[config.mk]
export PLATFORM = sky130hd
export DESIGN_NAME = tag_tx_encoder
export DESIGN_NICKNAME = d
export VERILOG_FILES = /design/src/rtl/tag_tx_encoder.sv
export SDC_FILE = /design/constraint.sdc
export NUM_CORES = 1
export LEC_CHECK = 0
export ABC_AREA = 1
export CAP_MARGIN = 20
export CORE_MARGIN = 5
export CORE_UTILIZATION = 45
export DETAILED_ROUTE_END_ITERATION = 8
export DONT_BUFFER_PORTS = 1
export GPL_TIMING_DRIVEN = 0
export PLACE_DENSITY = 0.65
export SYNTH_ARGS = -nofsm -noshare
export SYNTH_HDL_FRONTEND = slang
export SYNTH_SLANG_ARGS = --single-unit
[constraint.sdc]
create_clock -name clk -period 3.2 [get_ports clk]
set_input_delay 0.32 -clock clk [delete_from_list [all_inputs] [get_ports clk]]
set_output_delay 0.32 -clock clk [all_outputs]
set_load 0.1 [all_outputs]
[src/rtl/tag_tx_encoder.sv]
`default_nettype none
// ============================================================================
// Module   : tag_tx_encoder
// Brief    : Tag reply transmitter: pilot, preamble, FM0/Miller data and the
//            trailing dummy 1. Extended pilot honoured only with TX_TREXT_EN.
// Revision : 1.0 - initial release
// ============================================================================
module tag_tx_encoder #(
  parameter logic [11:0] FM0_PREAMBLE    = 12'b110100100011,
  parameter logic [5:0]  MILLER_PREAMBLE = 6'b010111
) (
  input  logic       clk,
  input  logic       reset,
  input  logic [1:0] m,
  input  logic       trext,
  input  logic       start,
  input  logic       tx_bit,
  input  logic       tx_valid,
  input  logic       tx_last,
  output logic       bit_ack,
  output logic       txout,
  output logic       busy,
  output logic       tx_done,
  output logic       underflow
);

  localparam logic [2:0] c_idle     = 3'd0;
  localparam logic [2:0] c_pilot    = 3'd1;
  localparam logic [2:0] c_preamble = 3'd2;
  localparam logic [2:0] c_data     = 3'd3;
  localparam logic [2:0] c_dummy    = 3'd4;
  localparam logic [2:0] c_done     = 3'd5;

  logic [2:0] r_state, w_state_n;
  logic [1:0] r_mode, w_mode_n;
  logic       r_trext, w_trext_n;
  logic [3:0] r_hcnt, w_hcnt_n;
  logic [4:0] r_pcnt, w_pcnt_n;
  logic       r_bit, w_bit_n;
  logic       r_last, w_last_n;
  logic       r_b, w_b_n;
  logic       r_sc, w_sc_n;
  logic       r_txout, w_txout_n;
  logic       r_bit_ack, w_ack_n;
  logic       r_tx_done;
  logic       r_underflow, w_uf_n;
  logic       w_fetch, w_trext_in, w_fm0, w_bit_end, w_active_n;
  logic [3:0] w_lm1, w_half;
  logic [4:0] w_pilot_last;

`ifdef TX_TREXT_EN
  assign w_trext_in = trext;
`else
  logic w_unused_trext;
  assign w_trext_in     = 1'b0;
  assign w_unused_trext = trext;
`endif

  // Bit length L-1 and mid-bit position L/2 for the latched mode
  always_comb begin
    case (r_mode)
      2'b00:   begin w_lm1 = 4'd1;  w_half = 4'd1; end
      2'b01:   begin w_lm1 = 4'd3;  w_half = 4'd2; end
      2'b10:   begin w_lm1 = 4'd7;  w_half = 4'd4; end
      default: begin w_lm1 = 4'd15; w_half = 4'd8; end
    endcase
  end

  assign w_fm0        = (r_mode == 2'b00);
  assign w_bit_end    = (r_hcnt == w_lm1);
  assign w_pilot_last = r_trext ? 5'd15 : 5'd3;

  always_comb begin
    w_state_n = r_state;
    w_mode_n  = r_mode;
    w_trext_n = r_trext;
    w_hcnt_n  = r_hcnt;
    w_pcnt_n  = r_pcnt;
    w_bit_n   = r_bit;
    w_last_n  = r_last;
    w_uf_n    = r_underflow;
    w_ack_n   = 1'b0;
    w_fetch   = 1'b0;
    case (r_state)
      c_idle: begin
        if (start) begin
          w_mode_n  = m;
          w_trext_n = w_trext_in;
          w_uf_n    = 1'b0;
          w_hcnt_n  = 4'd0;
          w_pcnt_n  = 5'd0;
          w_bit_n   = 1'b0;
          w_state_n = ((m != 2'b00) || w_trext_in) ? c_pilot : c_preamble;
        end
      end
      c_pilot: begin
        if (w_fm0) begin
          if (r_pcnt == 5'd23) begin
            w_state_n = c_preamble;
            w_pcnt_n  = 5'd0;
          end else begin
            w_pcnt_n = r_pcnt + 5'd1;
          end
        end else if (w_bit_end) begin
          w_hcnt_n = 4'd0;
          if (r_pcnt == w_pilot_last) begin
            w_state_n = c_preamble;
            w_pcnt_n  = 5'd0;
            w_bit_n   = MILLER_PREAMBLE[5];
          end else begin
            w_pcnt_n = r_pcnt + 5'd1;
          end
        end else begin
          w_hcnt_n = r_hcnt + 4'd1;
        end
      end
      c_preamble: begin
        if (w_fm0) begin
          if (r_pcnt == 5'd11) w_fetch = 1'b1;
          else                 w_pcnt_n = r_pcnt + 5'd1;
        end else if (w_bit_end) begin
          w_hcnt_n = 4'd0;
          if (r_pcnt == 5'd5) begin
            w_fetch = 1'b1;
          end else begin
            w_pcnt_n = r_pcnt + 5'd1;
            w_bit_n  = MILLER_PREAMBLE[3'd4 - r_pcnt[2:0]];
          end
        end else begin
          w_hcnt_n = r_hcnt + 4'd1;
        end
      end
      c_data: begin
        if (w_bit_end) begin
          w_hcnt_n = 4'd0;
          if (r_last) begin
            w_state_n = c_dummy;
            w_bit_n   = 1'b1;
          end else begin
            w_fetch = 1'b1;
          end
        end else begin
          w_hcnt_n = r_hcnt + 4'd1;
        end
      end
      c_dummy: begin
        if (w_bit_end) w_state_n = c_done;
        else           w_hcnt_n  = r_hcnt + 4'd1;
      end
      default: w_state_n = c_idle;
    endcase

    // An empty source at fetch time ends the reply straight into the dummy 1
    if (w_fetch) begin
      w_hcnt_n = 4'd0;
      if (tx_valid) begin
        w_state_n = c_data;
        w_bit_n   = tx_bit;
        w_last_n  = tx_last;
        w_ack_n   = 1'b1;
      end else begin
        w_state_n = c_dummy;
        w_bit_n   = 1'b1;
        w_uf_n    = 1'b1;
      end
    end
  end

  // Baseband level for the coming half-period; r_bit holds the previous bit
  always_comb begin
    w_active_n = (w_state_n != c_idle) && (w_state_n != c_done);
    w_sc_n     = (r_state == c_idle) ? 1'b0 : ~r_sc;
    w_b_n      = r_b;
    if (!w_active_n)
      w_b_n = 1'b0;
    else if ((w_mode_n == 2'b00) && (w_state_n == c_pilot))
      w_b_n = w_pcnt_n[0];
    else if ((w_mode_n == 2'b00) && (w_state_n == c_preamble))
      w_b_n = FM0_PREAMBLE[4'd11 - w_pcnt_n[3:0]];
    else if (w_state_n == c_pilot)
      w_b_n = 1'b0;
    else if (w_hcnt_n == 4'd0)
      w_b_n = r_b ^ (w_fm0 | (~r_bit & ~w_bit_n));
    else if (w_hcnt_n == w_half)
      w_b_n = r_b ^ (w_fm0 ? ~w_bit_n : w_bit_n);
    w_txout_n = w_active_n & (w_b_n ^ ((w_mode_n != 2'b00) & w_sc_n));
  end

  always_ff @(posedge clk or posedge reset) begin
    if (reset) begin
      r_state     <= c_idle;
      r_mode      <= 2'b00;
      r_trext     <= 1'b0;
      r_hcnt      <= 4'd0;
      r_pcnt      <= 5'd0;
      r_bit       <= 1'b0;
      r_last      <= 1'b0;
      r_b         <= 1'b0;
      r_sc        <= 1'b0;
      r_txout     <= 1'b0;
      r_bit_ack   <= 1'b0;
      r_tx_done   <= 1'b0;
      r_underflow <= 1'b0;
    end else begin
      r_state     <= w_state_n;
      r_mode      <= w_mode_n;
      r_trext     <= w_trext_n;
      r_hcnt      <= w_hcnt_n;
      r_pcnt      <= w_pcnt_n;
      r_bit       <= w_bit_n;
      r_last      <= w_last_n;
      r_b         <= w_b_n;
      r_sc        <= w_sc_n;
      r_txout     <= w_txout_n;
      r_bit_ack   <= w_ack_n;
      r_tx_done   <= (w_state_n == c_done);
      r_underflow <= w_uf_n;
    end
  end

  assign txout     = r_txout;
  assign bit_ack   = r_bit_ack;
  assign tx_done   = r_tx_done;
  assign underflow = r_underflow;
  assign busy      = (r_state != c_idle) && (r_state != c_done);

endmodule
`default_nettype wire

==> results.toml, run 1 <==
[status]
status = "completed"

[route]
routed_wl_um = 4758
dr.pass1.iters = 4
vias = 1929
antenna_left = 0
drc = 0
drt_iter0_markers = 223
wl_per_cell_um = 12.59
avgViaCountPerCell = 5.103

[job]
max_cap_viol_count = 0

[critical_path]
rrSetupSlack_ns = 0.38
crit_start = "r_mode[1]"
cp.arrival_ns = 2.98
crit_path_end = "txout"
start_kind = "flip-flop"
reg2reg_from = "r_mode[1]"
critPathKind = "reg -> reg"
end_kind = "flip-flop"
reg2reg_to = "txout"
cp_data_required_time_ns = 3.36
path_max_fanout = 10
worst_r2r_path_depth = 22

[cells_and_area]
layout_common_cells = "102 x nand2_1, 45 x inv_1, 37 x nor2_1"
area_delta_synth_final_pct = 6.083
final_area_mm2 = 0.002138
nets = 342
n_antenna_cell = 0
drive_gt1_share_pct = 12.58
final_common_cell = "nand2_1"

[synthesis]
ys_types = 30
synth_area_mm2 = 0.002016
synth-simple-area-share_pct = 49.04
avgSynthCellArea_um2 = 6.260
muxShareOfSynthArea_pct = 0
synth_top_family_by_area = "simple AND/OR/NAND/NOR gates"
synth_compound_area_share_pct = 7.635
yosysSeqAreaShare_pct = 27.31
synth_warnings = 0
syn_inst = 322
syn_nets = 337
ys_ff_latch = 22
synth_xor_area_share_pct = 1.738
synth_fa_ha_area_share_pct = 3.724

[timing]
slew_viol_final = 0
rsz0062_at_grt = "no"
finalClockSkew_ns = 0.003460
fmax_mhz = 354.0
fin_crit_sh_pct = 88.27
hold_viol = 0
max_slew_margin_pct = 29.02
fin_crit_ns = 2.825
tightest_slew_ns = 1.064
setup_tns_ns = 0
setup_violations = 0
holdWs_ns = 0.1176

[clocking]
clk_pin_slew_ns = 0.08
cts.path.max_buffers = 2
ctsHoldBuffers = 0
htreeDepth = 1
cts_tree = "done"
clock_latency_ns = 0.26
cts_buffers = 3
cts_resized = 0
post_cts_buffers = 0
clkSinkCount = 22
cts_root_buf = "clkbuf_8"

[placement]
gp_congestion = 0.8723
port_buffers = 0
place_area_mm2 = 0.002083
place_hpwl_um = 3911

[pwr]
p_per_area_mw_per_mm2 = 1069
p_leak_nw = 1.229
peakVddDrop_v = 0.0006634

[floorplan]
boundaryPins = 14
rows = 24
die_h_um = 76.93
chipWidth_um = 76.93
die_area_mm2 = 0.005917
core_area_mm2 = 0.004354
start_util_pct = 46.29

[global_route]
grt_max_degree = 23
grt_pass1_wl_um = 8328
antenna_found_initial = 0
grt_usage_pct = 17.01
grt_pass1_vias = 1838
gr-total-overflow = 0

[worst_hold_path]
hp-class = "in -> async"
sequential cells by signal, summed over array words and instances, names as in the netlist:
name and flops:
tx_done 1, r_last 1, r_bit 1, r_hcnt 4, bit_ack 1, r_mode 2, underflow 1, r_b 1
r_state 3, r_sc 1, r_pcnt 5, txout 1
final cells by class:
cell class	instances	area, um^2
Buffer	3	21.27
Clock buffer	4	55.05
Fill cell	448	2216
Inverter	51	191.4
Multi-Input combinational cell	246	1255
Sequential cell	22	550.5
Tap cell	52	65.06
per-layer routing:
layer	routed length, um	part of all wire [%]	GRT usage (%)	vias up
li1	-	-	-	1018
met1	2293	48	22.49	880
met2	2244	47	28.27	27
met3	159	3.3	2.225	4
met4	61	1.3	5.944	0
met5	0	0	0	-
critical path: stages (launching register included):
cell and delay, ns:
dfrtp_1 0.47, nor2_2 0.26, nand2_1 0.13, nand2_4 0.12, nand3_4 0.15, ha_1 0.32
nor2_1 0.09, nand3b_1 0.11, nand2_1 0.09, nand2_1 0.09, o21ai_1 0.06, nand2_1 0.06
nand2_1 0.05, nor2_1 0.18, nand2_1 0.09, nand2_1 0.07, nand2_1 0.05, nand3_1 0.06
nand2_1 0.06, nand2_1 0.07, nand2_1 0.05, nand2_1 0.07, nor2_2 0.03
power by group:
group          switching (W)  total (W)  internal (W)
Clock              0.0000903   0.000200      0.000110
Sequential          0.000187   0.000564      0.000378
Combinational        0.00103    0.00152      0.000488
Total                0.00131    0.00229      0.000976
kinds of logic after synthesis:
group,after synthesis
flip-flops,22
AND/OR/NAND/NOR,210
adder cells (fa/ha/maj),6
buffers and inverters,54
XOR/XNOR,4
AO/OA/AOI/OAI,26
metrics by stage:
| stage | util, % | power (W) | std cells | setup WS (ns) |
|---|---|---|---|---|
| finish | 49.11 | 0.002286 | 378 | 0.3753 |
| global route | 49.11 | 0.002561 | 378 | 0.04818 |
| CTS | 49.11 | 0.002304 | 378 | 0.3726 |
| detailed placement | 47.84 | 0.002100 | 374 | 0.3854 |
| global placement | 47.79 | 0.002067 | 374 | 0.4335 |
| floorplan | - | 0.001780 | 322 | 0.8571 |
how the worst min path moves through the flow:
| stage | endpoint | cells past startpoint | slack (ns) |
|---|---|---|---|
| detailed placement | r_sc | 1 | 0.41 |
| finish | txout | 1 | 0.12 |
| global placement | r_sc | 1 | 0.40 |
| CTS | tx_done | 1 | 0.14 |
| global route | bit_ack | 1 | 0.18 |
| floorplan | bit_ack | 1 | 0.31 |
synth_stat cells, drive strengths merged:
library cell | n | share of area (%)
nand2 | 113 | 24
inv | 51 | 9.5
nor2 | 45 | 9.9
nand3 | 34 | 9.3
dfrtp | 22 | 27
o21ai | 16 | 4.2
nand4 | 8 | 2.5
a21oi | 7 | 2.5
ha | 6 | 3.7
nor3 | 5 | 1.7
xor2 | 4 | 1.7
buf | 3 | 1.1
a31oi | 2 | 0.62
nand3b | 2 | 0.74
or2 | 2 | 0.62
a21o | 1 | 0.37
and2 | 1 | 0.31
Note: power is estimated with default switching activity, not from simulation.
==> inputs of run 2 (changes only) <==
- CORE_ASPECT_RATIO: default -> 0.7
- CTS_BUF_LIST: default -> sky130_fd_sc_hd__clkbuf_2
==> results.toml, run 2 (same netlist as run 1, synthesis figures left out) <==
[clocking]
clk_pin_slew_ns = 0.22
ctsHoldBuffers = 0
cts_root_buf = "clkbuf_2"
cts_tree = "done"
clock_latency_ns = 0.33
clkSinkCount = 22
cts.path.max_buffers = 2
cts_buffers = 3
cts_resized = 0
htreeDepth = 1
post_cts_buffers = 0

[cells_and_area]
largest_reg_flops = 5
final_common_cell = "nand2_1"
top_register = "r_pcnt"
area.sequential_um2 = 550.5
drive_gt1_share_pct = 12.27
final_area_mm2 = 0.002106
nets = 342
area_delta_synth_final_pct = 4.469
fill_cells = 466
n_antenna_cell = 0
multiInputGateArea_mm2 = 0.001255
layout_common_cells = "102 x nand2_1, 45 x inv_1, 37 x nor2_1"
reg.largest.list = "r_pcnt (5), r_hcnt (4), r_state (3)"

[critical_path]
start_kind = "flip-flop"
cpMaxStageDelayCell = "dfrtp_1"
path_cells = "nor2_2, nand2_1, nand2_4, nand3_4, ha_1, nor2_1, nand3b_1, nand2_1, nand2_1, o21ai_1, nand2_1, nand2_1, nor2_1, nand2_1, nand2_1, nand2_1, nand3_1, nand2_1, nand2_1, nand2_1, nand2_1, nor2_2"
max_stage_delay_ns = 0.52
path_max_fanout = 10
crit_family = "simple AND/OR/NAND/NOR gates"
cp_data_required_time_ns = 3.45
end_kind = "flip-flop"
critPathKind = "reg -> reg"
crit_buf_inv = 0
crit_path_frequent_cell = "nand2_1"
cp.arrival_ns = 3.15

[global_route]
antenna_found_initial = 0
grt_pass1_vias = 1773
gr-total-overflow = 0
grt_pass1_wl_um = 8404
grt_usage_pct = 17.41
grt_max_degree = 23

[route]
drc = 0
avgViaCountPerCell = 5.076
antenna_left = 0
vias = 1934
routed_wl_um = 4739
dr.pass1.iters = 4
wl_per_cell_um = 12.44
drt_iter0_markers = 199

[timing]
max_slew_margin_pct = 29.48
fin_crit_sh_pct = 90.63
tightest_slew_ns = 1.057
fmax_mhz = 344.8
setup_tns_ns = 0
finalClockSkew_ns = 0.01326
rsz0062_at_grt = "no"
slew_viol_final = 0
setup_violations = 0
hold_viol = 0
fin_crit_ns = 2.900

[pwr]
p_per_area_mw_per_mm2 = 1049
peakVddDrop_v = 0.0006677
p_leak_nw = 1.214

[placement]
gp_congestion = 0.9092
port_buffers = 0
place_hpwl_um = 3827
place_area_mm2 = 0.002087

[floorplan]
start_util_pct = 46.56
core_area_mm2 = 0.004329
chipWidth_um = 90.00
boundaryPins = 14
die_area_mm2 = 0.005939
die_h_um = 66.00
rows = 20

[status]
status = "completed"

[worst_hold_path]
hp-class = "in -> async"

[job]
max_cap_viol_count = 0
## run 2: worst reg2reg max path, cell delays in order, from the launching register on
cell      delay, ns
dfrtp_1        0.52
nor2_2         0.27
nand2_1        0.13
nand2_4        0.12
nand3_4        0.16
ha_1           0.32
nor2_1         0.09
nand3b_1       0.12
nand2_1        0.12
nand2_1        0.10
o21ai_1        0.06
nand2_1        0.06
nand2_1        0.04
nor2_1         0.14
nand2_1        0.09
nand2_1        0.07
nand2_1        0.05
nand3_1        0.06
nand2_1        0.07
nand2_1        0.08
nand2_1        0.05
nand2_1        0.06
nor2_2         0.03
## run 2: per-stage QoR
step	cells	setup WS, ns	hold WS (ns)	util (%)	power, W
floorplan	322	0.8571	0.3092	-	0.001780
global placement	377	0.4147	0.4240	48.15	0.002074
detailed placement	377	0.3783	0.4245	48.21	0.002092
CTS	381	0.3345	0.03112	48.64	0.002210
global route	381	0.001135	0.05554	48.64	0.002493
finish	381	0.3000	0.004703	48.64	0.002208
## run 2: power by group
part	leakage, nW	switching, W	internal [W]	total [W]
Combinational	0.916	0.00104	0.000489	0.00152
Sequential	0.284	0.000193	0.000377	0.000569
Clock	0.0140	0.0000871	0.0000272	0.000114
Total	1.21	0.00132	0.000892	0.00221
## run 2: layer usage
metal	vias to the layer above	wire length, um	GRT usage (%)
li1	1020	-	-
met1	856	2530	26.29
met2	53	1853	25.91
met3	5	308	2.730
met4	0	48	3.903
met5	-	0	0
## run 2: area by class of cell
type                    count  area share [%]
plain buffers               3           1.010
clock buffers               3          0.7130
clock inverters             1          0.1783
inverters                  51           9.091
multi-input cells         246           59.60
flip-flops and latches     22           26.14
well taps                  55           3.268
## run 2: worst paths after layout
check,startpoint,endpoint,slack (ns),cells after the start
setup / recovery,r_mode[1],txout,0.30,22
hold / removal,reset,r_mode[0],0.005,1
setup reg to reg,r_mode[1],txout,0.30,22
hold reg to reg,r_sc,r_sc,0.45,1
max in group asynchronous,reset,r_pcnt[3],2.67,1
min in group clk,tx_last,r_last,0.10,2
==> inputs of run 3 (changes only) <==
- MAX_ROUTING_LAYER: default -> met4
==> results.toml, run 3 (same netlist as run 1, synthesis figures left out) <==
[critical_path]
critPathKind = "reg -> reg"
end_kind = "flip-flop"
worst_r2r_path_depth = 22
rrSetupSlack_ns = 0.31
crit_buf_inv = 0
path_cells = "nor2_2, nand2_1, nand2_4, nand3_4, ha_1, nor2_1, nand3b_1, nand2_1, nand2_1, o21ai_1, nand2_1, nand2_1, nor2_1, nand2_1, nand2_1, nand2_1, nand3_1, nand2_1, nand2_1, nand2_1, nand2_1, nor2_2"
start_kind = "flip-flop"
crit_family = "simple AND/OR/NAND/NOR gates"
crit_path_frequent_cell = "nand2_1"
reg2reg_from = "r_mode[1]"
cp.arrival_ns = 3.15
reg2reg_to = "txout"
cpMaxStageDelayCell = "dfrtp_1"
path_max_fanout = 10
max_stage_delay_ns = 0.52
cp_data_required_time_ns = 3.45

[cells_and_area]
n_antenna_cell = 0
drive_gt1_share_pct = 12.27
final_common_cell = "nand2_1"
nets = 342
layout_common_cells = "102 x nand2_1, 45 x inv_1, 37 x nor2_1"
final_area_mm2 = 0.002106
reg.largest.list = "r_pcnt (5), r_hcnt (4), r_state (3)"
largest_reg_flops = 5
top_register = "r_pcnt"
area_delta_synth_final_pct = 4.469

[job]
max_cap_viol_count = 0

[floorplan]
start_util_pct = 46.56
die_area_mm2 = 0.005939
core_area_mm2 = 0.004329
boundaryPins = 14
rows = 20
chipWidth_um = 90.00
die_h_um = 66.00

[timing]
fin_crit_sh_pct = 90.46
fin_crit_ns = 2.895
setup_tns_ns = 0
finalClockSkew_ns = 0.01001
setup_violations = 0
fin_ws_ns = 0.3052
rsz0062_at_grt = "no"
hold_viol = 0
max_slew_margin_pct = 29.48
tightest_slew_ns = 1.057
slew_viol_final = 0
fmax_mhz = 345.4

[global_route]
grt_usage_pct = 17.94
grt_pass1_wl_um = 8404
antenna_found_initial = 0
grt_pass1_vias = 1774
gr-total-overflow = 0
grt_max_degree = 23

[clocking]
htreeDepth = 1
ctsHoldBuffers = 0
cts_tree = "done"
cts_root_buf = "clkbuf_2"
clock_latency_ns = 0.33
post_cts_buffers = 0
clkSinkCount = 22
cts_resized = 0
cts.path.max_buffers = 2
cts_buffers = 3
clk_pin_slew_ns = 0.22

[route]
antenna_left = 0
drt_iter0_markers = 190
wl_per_cell_um = 12.48
avgViaCountPerCell = 5.021
dr.pass1.iters = 4
routed_wl_um = 4755
drc = 0
vias = 1913

[placement]
port_buffers = 0
place_hpwl_um = 3827
gp_congestion = 0.9250
place_ws_ns = 0.3783
place_area_mm2 = 0.002087

[pwr]
p_per_area_mw_per_mm2 = 1049
p_leak_nw = 1.214
peakVddDrop_v = 0.0006662
totalPowerFinal_w = 0.002210

[worst_hold_path]
hp-class = "in -> async"

[status]
status = "completed"
run 3: power breakdown:
part / internal (W) / total (W) / switching [W]
clock network: 0.0000272 / 0.000115 / 0.0000878
logic: 0.000489 / 0.00153 / 0.00104
registers: 0.000377 / 0.000569 / 0.000193
total: 0.000893 / 0.00221 / 0.00132
run 3: how the worst max path moves through the flow:
stage,startpoint,end,slack [ns],cells past startpoint
5_1_grt,r_mode[1],txout,0.001,20
3_3_place_gp,r_mode[1],txout,0.41,22
2_1_floorplan,r_mode[1],txout,0.86,22
6_report,r_mode[1],txout,0.31,22
3_5_place_dp,r_mode[1],txout,0.38,22
4_1_cts,r_mode[1],txout,0.33,22
run 3: area by class of cell:
type | instances | area (um^2)
clock inverter | 1 | 3.754
multi-input combinational | 246 | 1255
inverter | 51 | 191.4
sequential | 22 | 550.5
fill | 466 | 2223
buffer | 3 | 21.27
tap | 55 | 68.82
clock buffer | 3 | 15.01
run 3: through the flow:
| step | hold WS [ns] | util (%) | instances |
|---|---|---|---|
| 2_1_floorplan | 0.3092 | - | 322 |
| 3_3_place_gp | 0.4240 | 48.15 | 377 |
| 3_5_place_dp | 0.4245 | 48.21 | 377 |
| 4_1_cts | 0.03112 | 48.64 | 381 |
| 5_1_grt | 0.05908 | 48.64 | 381 |
| 6_report | 0.008976 | 48.64 | 381 |
run 3: worst reg2reg max path: stages (launching register included):
cell and delay, ns:
dfrtp_1 0.52, nor2_2 0.27, nand2_1 0.13, nand2_4 0.12
nand3_4 0.16, ha_1 0.32, nor2_1 0.09, nand3b_1 0.12
nand2_1 0.12, nand2_1 0.10, o21ai_1 0.06, nand2_1 0.06
nand2_1 0.04, nor2_1 0.14, nand2_1 0.09, nand2_1 0.07
nand2_1 0.05, nand3_1 0.06, nand2_1 0.07, nand2_1 0.08
nand2_1 0.05, nand2_1 0.06, nor2_2 0.03
run 3: routing by layer:
metal / GRT usage, % / vias up / wire [um] / share of wire [%]
li1: - / 1022 / - / -
met1: 26.57 / 846 / 2597 / 55
met2: 25.82 / 40 / 1832 / 39
met3: 2.617 / 5 / 277 / 5.8
met4: 3.903 / 0 / 48 / 1.0
met5: - / - / 0 / 0
